File: config.mk
export PLATFORM = sky130hd
export DESIGN_NAME = load_store_unit
export DESIGN_NICKNAME = d
export VERILOG_FILES = /design/src/rtl/load_store_unit.sv
export SDC_FILE = /design/constraint.sdc
export NUM_CORES = 1
export LEC_CHECK = 0
export ABC_CLOCK_PERIOD_IN_PS = 5700
export CAP_MARGIN = 0
export CORE_UTILIZATION = 40
export CTS_CLUSTER_DIAMETER = 120
export DETAILED_ROUTE_END_ITERATION = 10
export PLACE_DENSITY_LB_ADDON = 0.25
export SYNTH_ARGS = -nofsm -noshare
export SYNTH_HDL_FRONTEND = slang
export SYNTH_SLANG_ARGS = --single-unit
File: constraint.sdc
create_clock -name clk -period 5.7 [get_ports clk]
set_input_delay 1.425 -clock clk [delete_from_list [all_inputs] [get_ports clk]]
set_output_delay 1.425 -clock clk [all_outputs]
set_load 0.01 [all_outputs]
File: src/rtl/load_store_unit.sv
// RV32I load/store unit: one outstanding word-bus access, big-endian lanes.
// Optional MISALIGN_TRAP_EN: misaligned half/word errors instead of aligning down.
module load_store_unit #(
  parameter int unsigned TIMEOUT = 15
) (
  input  logic        clk,
  input  logic        reset,
  input  logic        start,
  input  logic        is_load,
  input  logic [2:0]  funct3,
  input  logic [31:0] addr,
  input  logic [31:0] store_data,
  output logic        busy,
  output logic        done,
  output logic        error,
  output logic [31:0] load_data,
  output logic        mem_req,
  output logic        mem_we,
  output logic [31:0] mem_addr,
  output logic [3:0]  mem_be,
  output logic [31:0] mem_wdata,
  input  logic        mem_ack,
  input  logic [31:0] mem_rdata
);

  typedef enum logic [1:0] {IDLE, REQ, DONE, ERR} state_t;

  state_t      state_q, state_d;
  logic [7:0]  cnt_q;
  logic        ld_q;
  logic [2:0]  f3_q;
  logic [1:0]  off_q;
  logic [31:0] addr_q;
  logic [31:0] wdata_q;
  logic [3:0]  be_q;
  logic [31:0] load_q;

  logic        is_b, is_h, is_w;
  logic        legal, trap_hit;
  logic [1:0]  off;
  logic [3:0]  be_d;
  logic [31:0] wdata_d;
  logic [7:0]  byte_v;
  logic [15:0] half_v;
  logic [31:0] ext_v;

  assign is_b = funct3[1:0] == 2'b00;
  assign is_h = funct3[1:0] == 2'b01;
  assign is_w = funct3[1:0] == 2'b10;

  always_comb begin
    legal = 1'b0;
    case (funct3)
      3'b000, 3'b001, 3'b010: legal = 1'b1;
      3'b100, 3'b101:         legal = is_load;
      default:                legal = 1'b0;
    endcase
  end

`ifdef MISALIGN_TRAP_EN
  assign trap_hit = (is_h & addr[0]) | (is_w & (|addr[1:0]));
  assign off      = addr[1:0];
`else
  assign trap_hit = 1'b0;
  always_comb begin
    off = addr[1:0];
    if (is_h) off[0] = 1'b0;
    if (is_w) off = 2'b00;
  end
`endif

  // Lane 0 of the word is the most significant byte
  always_comb begin
    be_d    = 4'b0000;
    wdata_d = 32'h0;
    unique case (1'b1)
      is_b: begin
        be_d    = 4'b1000 >> off;
        wdata_d = {4{store_data[7:0]}};
      end
      is_h: begin
        be_d    = off[1] ? 4'b0011 : 4'b1100;
        wdata_d = {2{store_data[15:0]}};
      end
      is_w: begin
        be_d    = 4'b1111;
        wdata_d = store_data;
      end
      default: ;
    endcase
  end

  always_comb begin
    state_d = state_q;
    unique case (state_q)
      IDLE: if (start) state_d = (legal && !trap_hit) ? REQ : ERR;
      REQ: begin
        if (mem_ack)                       state_d = DONE;
        else if (cnt_q == 8'(TIMEOUT - 1)) state_d = ERR;
      end
      DONE:    state_d = IDLE;
      ERR:     state_d = IDLE;
      default: state_d = IDLE;
    endcase
  end

  assign byte_v = 8'(mem_rdata >> {~off_q, 3'b000});
  assign half_v = off_q[1] ? mem_rdata[15:0] : mem_rdata[31:16];

  always_comb begin
    ext_v = mem_rdata;
    case (f3_q)
      3'b000:  ext_v = {{24{byte_v[7]}}, byte_v};
      3'b001:  ext_v = {{16{half_v[15]}}, half_v};
      3'b100:  ext_v = {24'h0, byte_v};
      3'b101:  ext_v = {16'h0, half_v};
      default: ext_v = mem_rdata;
    endcase
  end

  always_ff @(posedge clk or posedge reset) begin
    if (reset) begin
      state_q <= IDLE;
      cnt_q   <= 8'h0;
      ld_q    <= 1'b0;
      f3_q    <= 3'b0;
      off_q   <= 2'b0;
      addr_q  <= 32'h0;
      wdata_q <= 32'h0;
      be_q    <= 4'b0;
      load_q  <= 32'h0;
    end else begin
      state_q <= state_d;
      if (state_q == IDLE && state_d == REQ) begin
        cnt_q   <= 8'h0;
        ld_q    <= is_load;
        f3_q    <= funct3;
        off_q   <= off;
        addr_q  <= {addr[31:2], 2'b00};
        wdata_q <= wdata_d;
        be_q    <= be_d;
      end
      if (state_q == REQ) begin
        if (!mem_ack) cnt_q <= cnt_q + 8'h1;
        if (mem_ack && ld_q) load_q <= ext_v;
      end
    end
  end

  assign busy      = state_q == REQ;
  assign done      = (state_q == DONE) || (state_q == ERR);
  assign error     = state_q == ERR;
  assign mem_req   = state_q == REQ;
  assign mem_we    = (state_q == REQ) && !ld_q;
  assign mem_be    = (state_q == REQ) ? be_q : 4'b0000;
  assign mem_addr  = addr_q;
  assign mem_wdata = wdata_q;
  assign load_data = load_q;

endmodule

# After elaboration in Yosys (flattened, before gate mapping)
# Cells that the tools add are included.
# word_totals
regBits	114
latch_bits	0
ramBits	0
romBits	0
input_bits	104
out_inout_bits	105
word_cells	57
memories	0
# classes
add_sub_neg	1
mul	0
div	0
n_lt_le_gt_ge	0
eq_ne	14
n_shift	2
mux	17
bitwise_logic	1
reduce_logical	13
# op_table
op	n
32-bit one-hot mux with 4 select lines	1
32-bit one-hot mux with 3 select lines	1
32-bit by 5-bit right shift with 8-bit output	1
8-bit 2-to-1 mux	3
16-bit 2-to-1 mux	1
3-bit equality test, second input constant	4
4-bit one-hot mux with 3 select lines	1
2-bit 2-to-1 mux	5
8-bit by 1-bit adder with 8-bit output, second input constant	1
8-bit by 4-bit equality test with 1-bit output, second input constant	1
4-bit 2-to-1 mux	2
2-bit by 1-bit equality test with 1-bit output, second input constant	3
2-bit equality test, second input constant	3
3-bit by 1-bit equality test with 1-bit output, second input constant	2
3-bit zero test	2
2-bit one-hot mux with 3 select lines	1
2-bit zero test	2
2-bit OR reduction	2
4-bit by 2-bit right shift with 4-bit output, first input constant	1
3-bit by 2-bit equality test with 1-bit output, second input constant	1
1-bit logical AND	3
3-bit OR reduction	1
2-bit inverter	1
1-bit one-hot mux with 2 select lines	1
4 further kinds	4

# Logic depth before layout (Yosys ltp)
# Gate-level depths: netlist of run 1.
# logic_depth
depth_word	11
depth_mapped	7
mapped_depth_nobuf	5

# Least setup slack after synthesis of run 1
# OpenSTA, ideal clock, no wires.
# synth_timing
kind	reg-to-output
startpoint	register state_q[1]
endpoint	output mem_we
arrival_time_ns	1.111
t_required_ns	4.275
slack_ns	3.164
stages_incl_launch_ff	4
n_path_buf	1
path_cell_list	dfrtp_1 -> buf_6 -> nor2b_1 -> nor2b_1
# synth_between
elab_chain_len	2
# synth_rtl
element	line	text
from (decl)	28	state_t state_q, state_d;
from (signal assigned)	133	state_q <= state_d;
2-bit by 1-bit equality test with 1-bit output	--	
named net busy	13	output logic busy,
1-bit logical AND	154	assign mem_we = (state_q == REQ) && !ld_q;
to (decl)	18	output logic mem_we,
# The timed path passes the listed nets, and every way through them passes these cells.

# Worst setup path after layout of run 1
# layout_timing
startpoint	register state_q[0]
endpoint	output mem_be[3]
# layout_between
elab_chain_len	2
# layout_rtl
element	line	text
2-bit by 1-bit equality test with 1-bit output	155	assign mem_be = (state_q == REQ) ? be_q : 4'b0000;
4-bit 2-to-1 mux	155	
to (decl)	20	output logic [3:0] mem_be,
# No other way between the ends.

==> results of run 1 <==
-- per-layer routing --
layer,global-route usage,vias up
met2,0.3696,247
met5,0,-
met1,0.2814,2460
li1,-,2512
met4,0.1125,0
met3,0.07319,37
-- state kept, by name (all words and copies together), names as in the netlist --
register / count
f3_q: 3
mem_addr: 30
off_q: 2
ld_q: 1
state_q: 2
be_q: 4
cnt_q: 8
mem_wdata: 32
load_data: 32
-- worst paths after layout --
path,start,end,slack [ps],cells past startpoint
worst max-delay path,state_q[0],mem_be[3],2060,3
worst min-delay path,mem_wdata[1],mem_wdata[1],470,2
worst max register to register,state_q[1],load_data[9],3400,5
worst min register to register,mem_wdata[1],mem_wdata[1],470,2
max in group asynchronous,reset,mem_addr[4],3100,3
min in group asynchronous,reset,load_data[11],1610,2
-- stage by stage --
step                      instances  setup WS [ps]    util
after floorplan                 633           1259       -
after global placement          971           1887  0.5703
after detailed placement        971           1842  0.5703
after CTS                      1003           1988  0.6214
after global routing           1003           1922  0.6214
final                          1003           2060  0.6214
-- Yosys cell counts (all sizes together), types with 5 or more instances --
cell     number  area (µm²)
a21oi        51       259.0
a2bb2oi      16       140.1
and2          5       31.28
buf          30       188.9
clkbuf       21       78.83
dfrtp       114        2853
inv           6       22.52
mux2          9       105.1
nand2       180       675.7
nand2b        7       43.79
nand3        46       230.2
nand3b        8       60.06
nor2         22       85.09
nor2b        12       75.07
nor3          7       35.03
nor4          6       37.54
o21ai        50       250.2
o22ai         9       56.30
-- area by class of cell --
cell class | count | area share
Clock inverter | 8 | 0.02052
Sequential cell | 114 | 0.3439
Clock buffer | 24 | 0.06170
Tap cell | 176 | 0.02655
Inverter | 6 | 0.003017
Timing Repair Buffer | 213 | 0.2549
Multi-Input combinational cell | 462 | 0.2893
-- worst reg2reg max path, cell delays in order, from the launching register on --
cell      delay [ps]
dfrtp_1          490
and4b_1          620
buf_4            360
nand2b_1         230
a21oi_2          330
a21oi_1          130
-- cell families (layout without fill, tap and decap cells) --
kind of cell | after synthesis | after routing | share of synthesized area
other | 1 | 2 | 0.0006781
AOI/OAI and AO/OA | 138 | 138 | 0.1489
muxes | 11 | 11 | 0.02262
adders and majority gates | 2 | 2 | 0.004524
and+or+nand+nor | 306 | 306 | 0.2502
xor gates and xnor gates | 3 | 3 | 0.004752
DFF | 114 | 114 | 0.5158
buffers and inverters | 57 | 251 | 0.05249
-- power by group --
group          switching [mW]  internal (mW)
Combinational           0.743          0.919
Sequential              0.332           1.18
Clock                   0.368          0.845
Total                    1.44           2.94
==> results_dict.tcl, run 1 <==
set metrics [dict create \
    dieArea_mm2 0.01430 \
    synthArstFlopShare 1.000 \
    avgRoutedWirePerCell_um 15.82 \
    wirelength_um 15870 \
    worstHoldPathType "register to register" \
    synth_area_mm2 0.005530 \
    route.met3.wl_um 1360 \
    numCtsBuffers 17 \
    critPathArrivalTime_ps 2210 \
    top_layer_used "met4" \
    cts_tree "yes" \
    antenna_found_initial 0 \
    critPathCaptureType "primary output" \
    worstPathRequired_ps 4280 \
    critPathMaxStageDelay_ps 580 \
    drt_iter0_drc 310 \
    port_buffers 206 \
    met2WireLength_um 7511 \
    ys_ff_latch 114 \
    drt.antenna.violating_nets 0 \
    ios 209 \
    cts_max_level 4 \
    power_mw 4.384 \
    final_area_mm2 0.008294 \
    cts_resized 0 \
    fp-row-count 42 \
    criticalPathCategory "register to primary output" \
    pwr_density_cell_mw_per_mm2 528.5 \
    clockBufferDepth 2 \
    path_clk_slew_ps 50 \
    routed_via_density 5.240 \
    rsz0062_at_grt "no" \
    die_x_um 119.6 \
    critPathSlowestCell "clkdlybuf4s50_1" \
    drive_gt1_frac 0.06530 \
    setup_tns_ps 0 \
    hold_ws_ps 468.8 \
    path_cells "nor2b_1, and2_1, clkdlybuf4s50_1" \
    ctsRootBufferMaster "clkbuf_16" \
    crit_family "simple AND/OR/NAND/NOR gates" \
    setup_viol 0 \
    overflow 0 \
    start_kind "register" \
    avgSynthCellArea_um2 8.750 \
    vias 5256 \
    finClkSkew_ps 5.618 \
    yosysSeqAreaShare 0.5158 \
    wl_met1_um 6613 \
    hold_violations 0 \
    fillers 1166 \
    ys.flop_type "dfrtp_1" \
    start_util 0.4143 \
    fin_crit_sh 0.6386 \
    synth_cells 632 \
    postPlaceCellArea_mm2 0.007612 \
    most-common-layout-cells "clkdlybuf4s50_1, nand2_1, dfrtp_1" \
    clkLatencyLatePin_ps 410 \
    drt_pass1_iterations 7 \
    register_area_mm2 0.002853 \
    p_leak_nw 3.644 \
    fmax_mhz 274.7 \
    die_h_um 119.6 \
    dpl.hpwl_um 11240 \
    grt_util_all_layers 0.2310 \
    synth_cell_types 49 \
    path_buf_inv 1 \
    grt_pass1_wl_um 25870 \
    holdBufCountCts 0 \
    n_antenna_cell 0 \
    gp_congestion 0.8492 \
    synth_edf_count 0 \
    outcome "completed" \
    worstMarginPinSlew_ps 1130 \
    coreArea_mm2 0.01335 \
    cp_max_fo 10 \
    slew_violations 0 \
    max_slew_margin 0.2470 \
    synth_warnings 0 \
    multiInputGateArea_mm2 0.002400 \
    postCtsSetupBuffers 0 \
    final_common_cell "clkdlybuf4s50_1" \
    grt_max_degree 85 \
    ir_drop_uv 289.8 \
    layout_min_cycle_time_ps 3640 \
    grt_pass1_vias 5240 \
    drc_errors 0 \
    numClockSinks 114 \
    area_growth_pct 49.98 \
    nets 920 \
    drv_cap 0 \
]
Note: power is estimated with default switching activity, not from simulation.
==> run 2: changes to the inputs <==
ABC_CLOCK_PERIOD_IN_PS = 3200   (was 5700)
clock period = 3.2 ns   (was 5.7 ns; I/O delays follow)
==> results_dict.tcl, run 2 (same netlist as run 1, synthesis figures left out) <==
set metrics [dict create \
    ios 209 \
    fin_crit_sh 0.9113 \
    drive_gt1_frac 0.07434 \
    clockBufferDepth 2 \
    worstPathRequired_ps 2400 \
    path_clk_slew_ps 50 \
    start_util 0.4143 \
    dpl.hpwl_um 11710 \
    gp_congestion 0.8562 \
    critPathCaptureType "primary output" \
    path_buf_inv 2 \
    pwr_density_cell_mw_per_mm2 923.5 \
    area_growth_pct 51.00 \
    routed_via_density 5.098 \
    n_antenna_cell 0 \
    most-common-layout-cells "clkdlybuf4s50_1, nand2_1, dfrtp_1" \
    setup_tns_ps 0 \
    ctsRootBufferMaster "clkbuf_16" \
    path_cells "nor2b_1, buf_4, and2_1, clkdlybuf4s50_1" \
    criticalPathCategory "register to primary output" \
    finClkSkew_ps 7.140 \
    worstHoldPathType "register to register" \
    r2r-start "off_q[1]" \
    hold_violations 0 \
    grt_pass1_wl_um 26350 \
    r2r_end "load_data[13]" \
    drt_iter0_drc 270 \
    worst_r2r_path_depth 4 \
    die_x_um 119.6 \
    cts_max_level 4 \
    grt_pass1_vias 5237 \
    cts_tree "yes" \
    reg2reg_slack_ps 1140 \
    coreArea_mm2 0.01335 \
    critPathSlowestCell "clkdlybuf4s50_1" \
    cts_resized 0 \
    clkLatencyLatePin_ps 410 \
    holdBufCountCts 0 \
    numClockSinks 114 \
    start_kind "register" \
    antenna_found_initial 0 \
    fillers 1131 \
    outcome "completed" \
    nets 927 \
    avgRoutedWirePerCell_um 15.77 \
    layout_min_cycle_time_ps 2916 \
    cp-startpoint "state_q[0]" \
    drv_cap 0 \
    power_mw 7.712 \
    worstMarginPinSlew_ps 1143 \
    crit_family "buffers and inverters" \
    hold_end "mem_wdata[3]" \
    hp-start "mem_wdata[3]" \
    cp_max_fo 10 \
    drt_pass1_iterations 5 \
    ir_drop_uv 510.1 \
    grt_util_all_layers 0.2353 \
    setup_viol 0 \
    port_buffers 206 \
    wirelength_um 15930 \
    fp-row-count 42 \
    overflow 0 \
    critPathArrivalTime_ps 2120 \
    p_leak_nw 3.680 \
    final_common_cell "clkdlybuf4s50_1" \
    max_slew_margin 0.2380 \
    fmax_mhz 342.9 \
    grt_max_degree 46 \
    rsz0062_at_grt "no" \
    drc_errors 0 \
    dieArea_mm2 0.01430 \
    die_h_um 119.6 \
    postCtsSetupBuffers 0 \
    hold_path_depth 2 \
    vias 5149 \
    critPathMaxStageDelay_ps 550 \
    numCtsBuffers 17 \
    drt.antenna.violating_nets 0 \
    slew_violations 0 \
]
## run 2: layout make-up
type | instances | area, µm² | share of cell area
sequential | 114 | 2853 | 0.3416
timing repair buffer | 220 | 2205 | 0.2640
multi-input combinational | 462 | 2400 | 0.2874
clock buffer | 22 | 494.2 | 0.05918
inverter | 6 | 26.28 | 0.003147
clock inverter | 10 | 152.6 | 0.01828
tap | 176 | 220.2 | 0.02637
## run 2: how the worst max path moves through the flow
stage               endpoint  cells after the start
3_3_place_gp   mem_wdata[15]                      6
6_report           mem_be[2]                      4
4_1_cts            mem_be[2]                      4
5_1_grt            mem_be[2]                      4
3_5_place_dp    load_data[5]                      6
2_1_floorplan        be_q[0]                      1
## run 2: routing by layer
| layer | GRT usage | vias up | wire length [µm] |
|---|---|---|---|
| li1 | - | 2527 | - |
| met1 | 0.2935 | 2439 | 6601 |
| met2 | 0.3811 | 166 | 7961 |
| met3 | 0.07177 | 17 | 1184 |
| met4 | 0.09297 | 0 | 184 |
| met5 | 0 | - | 0 |
## run 2: where the power goes
group	switching [mW]	internal (mW)	leakage, nW
combinational	1.32	1.66	1.93
sequential	0.597	2.09	1.43
clock	0.641	1.40	0.322
## run 2: worst register-to-register path: stages (launching register included)
cell and delay (ps):
dfrtp_1 1100, or2_2 250, o22ai_1 130, a21oi_2 320, a21oi_1 120
## run 2: stage by stage
step	utilization	worst slack, ps	hold WS (ps)	cell area (µm²)	instances
floorplan	-	1015	441.8	5538	633
global placement	0.5771	557.1	452.1	7704	978
detailed placement	0.5771	489.9	459.7	7704	978
CTS	0.6256	231.5	474.5	8351	1010
global route	0.6256	209.2	497.9	8351	1010
finish	0.6256	283.8	467.4	8351	1010
==> run 3: changes to the inputs <==
ABC_CLOCK_PERIOD_IN_PS = 2600   (was 3200)
clock period = 2.6 ns   (was 3.2 ns; I/O delays follow)
==> results_dict.tcl, run 3 (same netlist as run 1, synthesis figures left out) <==
set metrics [dict create \
    numCtsBuffers 17 \
    vias 5217 \
    grt_util_all_layers 0.2346 \
    area_growth_pct 51.97 \
    nets 935 \
    fp-row-count 42 \
    hold_violations 0 \
    routed_via_density 5.130 \
    drv_cap 0 \
    criticalPathCategory "register to primary output" \
    layout_min_cycle_time_ps 2470 \
    gp_congestion 0.9022 \
    grt_pass1_vias 5224 \
    fin_crit_sh 0.9501 \
    max_slew_margin 0.5783 \
    overflow 0 \
    path_clk_slew_ps 50 \
    rsz0062_at_grt "no" \
    final_common_cell "clkdlybuf4s50_1" \
    dieArea_mm2 0.01430 \
    drt.antenna.violating_nets 0 \
    cp_max_fo 4 \
    antenna_found_initial 0 \
    worstPathRequired_ps 1950 \
    path_buf_inv 2 \
    reg2reg_slack_ps 620 \
    drive_gt1_frac 0.08323 \
    hold_path_depth 2 \
    pwr_density_cell_mw_per_mm2 1137 \
    cts_tree "yes" \
    hold_end "be_q[0]" \
    clockBufferDepth 2 \
    fin_ws_ps 129.7 \
    finClkSkew_ps 9.834 \
    die_h_um 119.6 \
    cp-startpoint "state_q[1]" \
    drt_iter0_drc 398 \
    most-common-layout-cells "clkdlybuf4s50_1, nand2_1, dfrtp_1" \
    start_kind "register" \
    ctsRootBufferMaster "clkbuf_16" \
    coreArea_mm2 0.01335 \
    cts_max_level 4 \
    ios 209 \
    port_buffers 206 \
    setup_tns_ps 0 \
    critPathCaptureType "primary output" \
    place_ws_ps 143.6 \
    numClockSinks 114 \
    worstMarginPinSlew_ps 632.6 \
    r2r-start "off_q[0]" \
    worst_r2r_path_depth 4 \
    ir_drop_uv 579.4 \
    power_mw 9.554 \
    crit_cells 4 \
    r2r_end "load_data[31]" \
    fmax_mhz 404.8 \
    clkLatencyLatePin_ps 410 \
    n_antenna_cell 0 \
    hp-start "be_q[0]" \
    worstHoldPathType "register to register" \
    die_x_um 119.6 \
    setup_viol 0 \
    outcome "completed" \
    crit_family "buffers and inverters" \
    slew_violations 0 \
    path_cells "nor2b_2, buf_4, and2_1, clkdlybuf4s50_1" \
    grt_max_degree 115 \
    drc_errors 0 \
    p_leak_nw 3.708 \
    wirelength_um 15950 \
    critPathArrivalTime_ps 1820 \
    drt_pass1_iterations 4 \
    critPathSlowestCell "clkdlybuf4s50_1" \
    grt_pass1_wl_um 26420 \
    start_util 0.4143 \
    critPathMaxStageDelay_ps 580 \
    dpl.hpwl_um 11480 \
    avgRoutedWirePerCell_um 15.68 \
]
-- run 3: what timing repair did --
item                                    4_1_cts  5_1_grt
setup buffers                                 0        2
hold buffers                                  0        0
resized for setup                             2        0
pin swaps                                     0        0
endpoints found under the setup margin        5        5
-- run 3: how the worst max path moves through the flow --
stage / endpoint
final: mem_be[3]
after global routing: mem_be[2]
after CTS: mem_be[2]
after detailed placement: load_data[9]
after global placement: load_data[11]
after floorplan: be_q[0]
-- run 3: power breakdown --
group	internal (mW)	switching (mW)
clock network	1.69	0.792
logic	2.12	1.79
registers	2.58	0.582
-- run 3: per-stage QoR --
step / hold slack [ps] / cell area (µm²) / utilization / cells
4_1_cts: 475.1 / 8389 / 0.6285 / 1015
3_5_place_dp: 461.6 / 7749 / 0.5805 / 984
5_1_grt: 496.8 / 8404 / 0.6296 / 1017
2_1_floorplan: 441.8 / 5538 / - / 633
6_report: 471.9 / 8404 / 0.6296 / 1017
3_3_place_gp: 451.7 / 7749 / 0.5805 / 984
-- run 3: cell type report --
class                           count  area [µm²]
Fill cell                        1113        4943
Tap cell                          176       220.2
Multi-Input combinational cell    462        2402
Clock buffer                       22       484.2
Timing Repair Buffer              228        2265
Clock inverter                      9       152.6
Sequential cell                   114        2854
Inverter                            6       26.28
-- run 3: worst reg2reg max path, cell delays in order (launching register included) --
cell       delay [ps]
dfrtp_1           700
nor2b_1           240
mux2_4            330
o2111ai_4         410
nand3_1           150
-- run 3: per-layer routing --
layer / vias to the layer above / part of all wire / global-route usage
met3: 25 / 0.079 / 0.07367
li1: 2542 / - / -
met2: 204 / 0.47 / 0.3689
met4: 0 / 0.022 / 0.09609
met5: - / 0 / 0
met1: 2446 / 0.43 / 0.2989
==> RTL change: new RTL, flow settings as in run 2 <==
The option `MISALIGN_TRAP_EN` is turned on by a define.
--- a/src/rtl/load_store_unit.sv
+++ b/src/rtl/load_store_unit.sv
@@ -1,5 +1,7 @@
 // RV32I load/store unit: one outstanding word-bus access, big-endian lanes.
 // Optional MISALIGN_TRAP_EN: misaligned half/word errors instead of aligning down.
+`define MISALIGN_TRAP_EN
+
 module load_store_unit #(
   parameter int unsigned TIMEOUT = 15
 ) (
Behaviour: not the same (Yosys sat finds a counterexample within 4 cycles, from zero or initial values and one cycle with reset high).
==> RTL change against run 2 <==
  * Clock power down 13%
  * Total power up 2.4%
  * Sequential cell count unchanged
  * Design area grew 1.4%
  * Critical path type unchanged
  * Area after synthesis is 4.5% higher
  * Critical endpoint is now mem_be[1]
  * Worst setup slack better by 0.18 ns
  * Hold slack better by 0.041 ns
  * Routed wire length is 0.43% higher
  * Highest routed layer unchanged
==> RTL change: results (changes against run 2) <==
.. list-table::
   :header-rows: 1

   * - Metric
     - Value
   * - Delay of the slowest cell on the worst path
     - 0.53 ns (-0.02 ns)
   * - IR Drop Worst-Case VDD
     - 0.460 mV (-9.7%)
   * - Combinational power
     - 3.41 mW (+14%)
   * - Yosys cell types
     - 50 (+2.0%)
   * - Post-synthesis compound-gate area fraction
     - 0.127 (-0.0222)
   * - Nets
     - 824 (-11%)
   * - Post-Route WL
     - 16.0 mm (+0.43%)
   * - Flop-to-flop setup slack
     - 1.21 ns (+0.07 ns)
   * - Avg Vias per Cell
     - 5.24 (+2.7%)
   * - Number of iterations in the first detailed-routing pass
     - 4 (-1)
   * - Hold path depth
     - 1 (-1)
   * - Min-Delay Endpoint
     - be_q[1]
   * - Startpoint of the worst hold path
     - be_q[1]
   * - Worst hold slack after final layout
     - 0.508 ns (+0.0411 ns)
   * - Worst relative slew slack
     - 0.364 (+0.126)
   * - Worst reg2reg path endpoint
     - load_data[3]
   * - Share of layout cells above drive strength 1
     - 0.156 (+0.0816)
   * - Path depth of the worst reg2reg path
     - 3 (-1)
   * - Status
     - completed
   * - Placed cell areas
     - 7910 sq um (+2.6%)
   * - Area contributors post-synth
     - sky130_fd_sc_hd__dfrtp_1 49%, sky130_fd_sc_hd__mux2_4 14%, sky130_fd_sc_hd__a21oi_1 6.5%
   * - Total global routing track utilization
     - 0.220 (-0.0150)
   * - Multiplexer fraction of the synthesized cell area
     - 0.205 (+0.183)
   * - Relative contribution of sequential cells to total power
     - 0.343 (-0.006)
   * - Arrival time of the worst setup path
     - 1.94 ns (-0.18 ns)
   * - Vias in the first global route
     - 4857 (-7.3%)
   * - Placed wire-length estimate after detailed placement
     - 11.4 mm (-2.9%)
   * - DR iter-0 viols
     - 273 (+1.1%)
   * - Static leakage power
     - 3.57 nW (-3.0%)
RTL change: worst max-delay path by stage:
| stage | startpoint | slack (ns) | cells past startpoint | end |
|---|---|---|---|---|
| after floorplan | reset | 1.01 | 1 | be_q[0] |
| after global placement | funct3[0] | 0.60 | 6 | mem_addr[24] |
| after detailed placement | funct3[0] | 0.54 | 6 | mem_addr[7] |
| after CTS | state_q[1] | 0.43 | 4 | mem_be[1] |
| after global routing | state_q[1] | 0.37 | 4 | mem_be[1] |
| final | state_q[1] | 0.46 | 4 | mem_be[1] |
RTL change: cell families (layout without fill, tap and decap cells):
family | Yosys count | in the layout
compound gates | 134 | 134
simple gates | 115 | 115
fa+ha+maj | 2 | 2
buf+inv | 61 | 272
other cells | 1 | 2
xor+xnor | 2 | 2
flops | 114 | 114
mux | 90 | 90
RTL change: stage by stage:
step                setup WS (ns)  instances
finish                      0.461        911
global placement            0.597        879
detailed placement          0.537        879
CTS                         0.432        911
global route                0.368        911
floorplan                    1.01        520
RTL change: worst max-delay path: cells and delay by family (launching register included):
kind	cells	cell delay, ns
buffers and inverters	2	0.67
flip-flops	1	0.46
AND/OR/NAND/NOR	2	0.39
RTL change: final cells by class:
cell class	count	area [sq um]
flip-flops and latches	114	2850
clock inverters	15	135
well taps	180	225
repair buffers	216	2190
fillers	1200	5520
clock buffers	17	425
multi-input cells	345	2550
inverters	24	93.8
RTL change: routing by layer:
metal  part of all wire  GRT usage
met1               0.41      0.267
met2               0.48      0.358
met3              0.086     0.0744
met4              0.022     0.0922
met5                  0          0
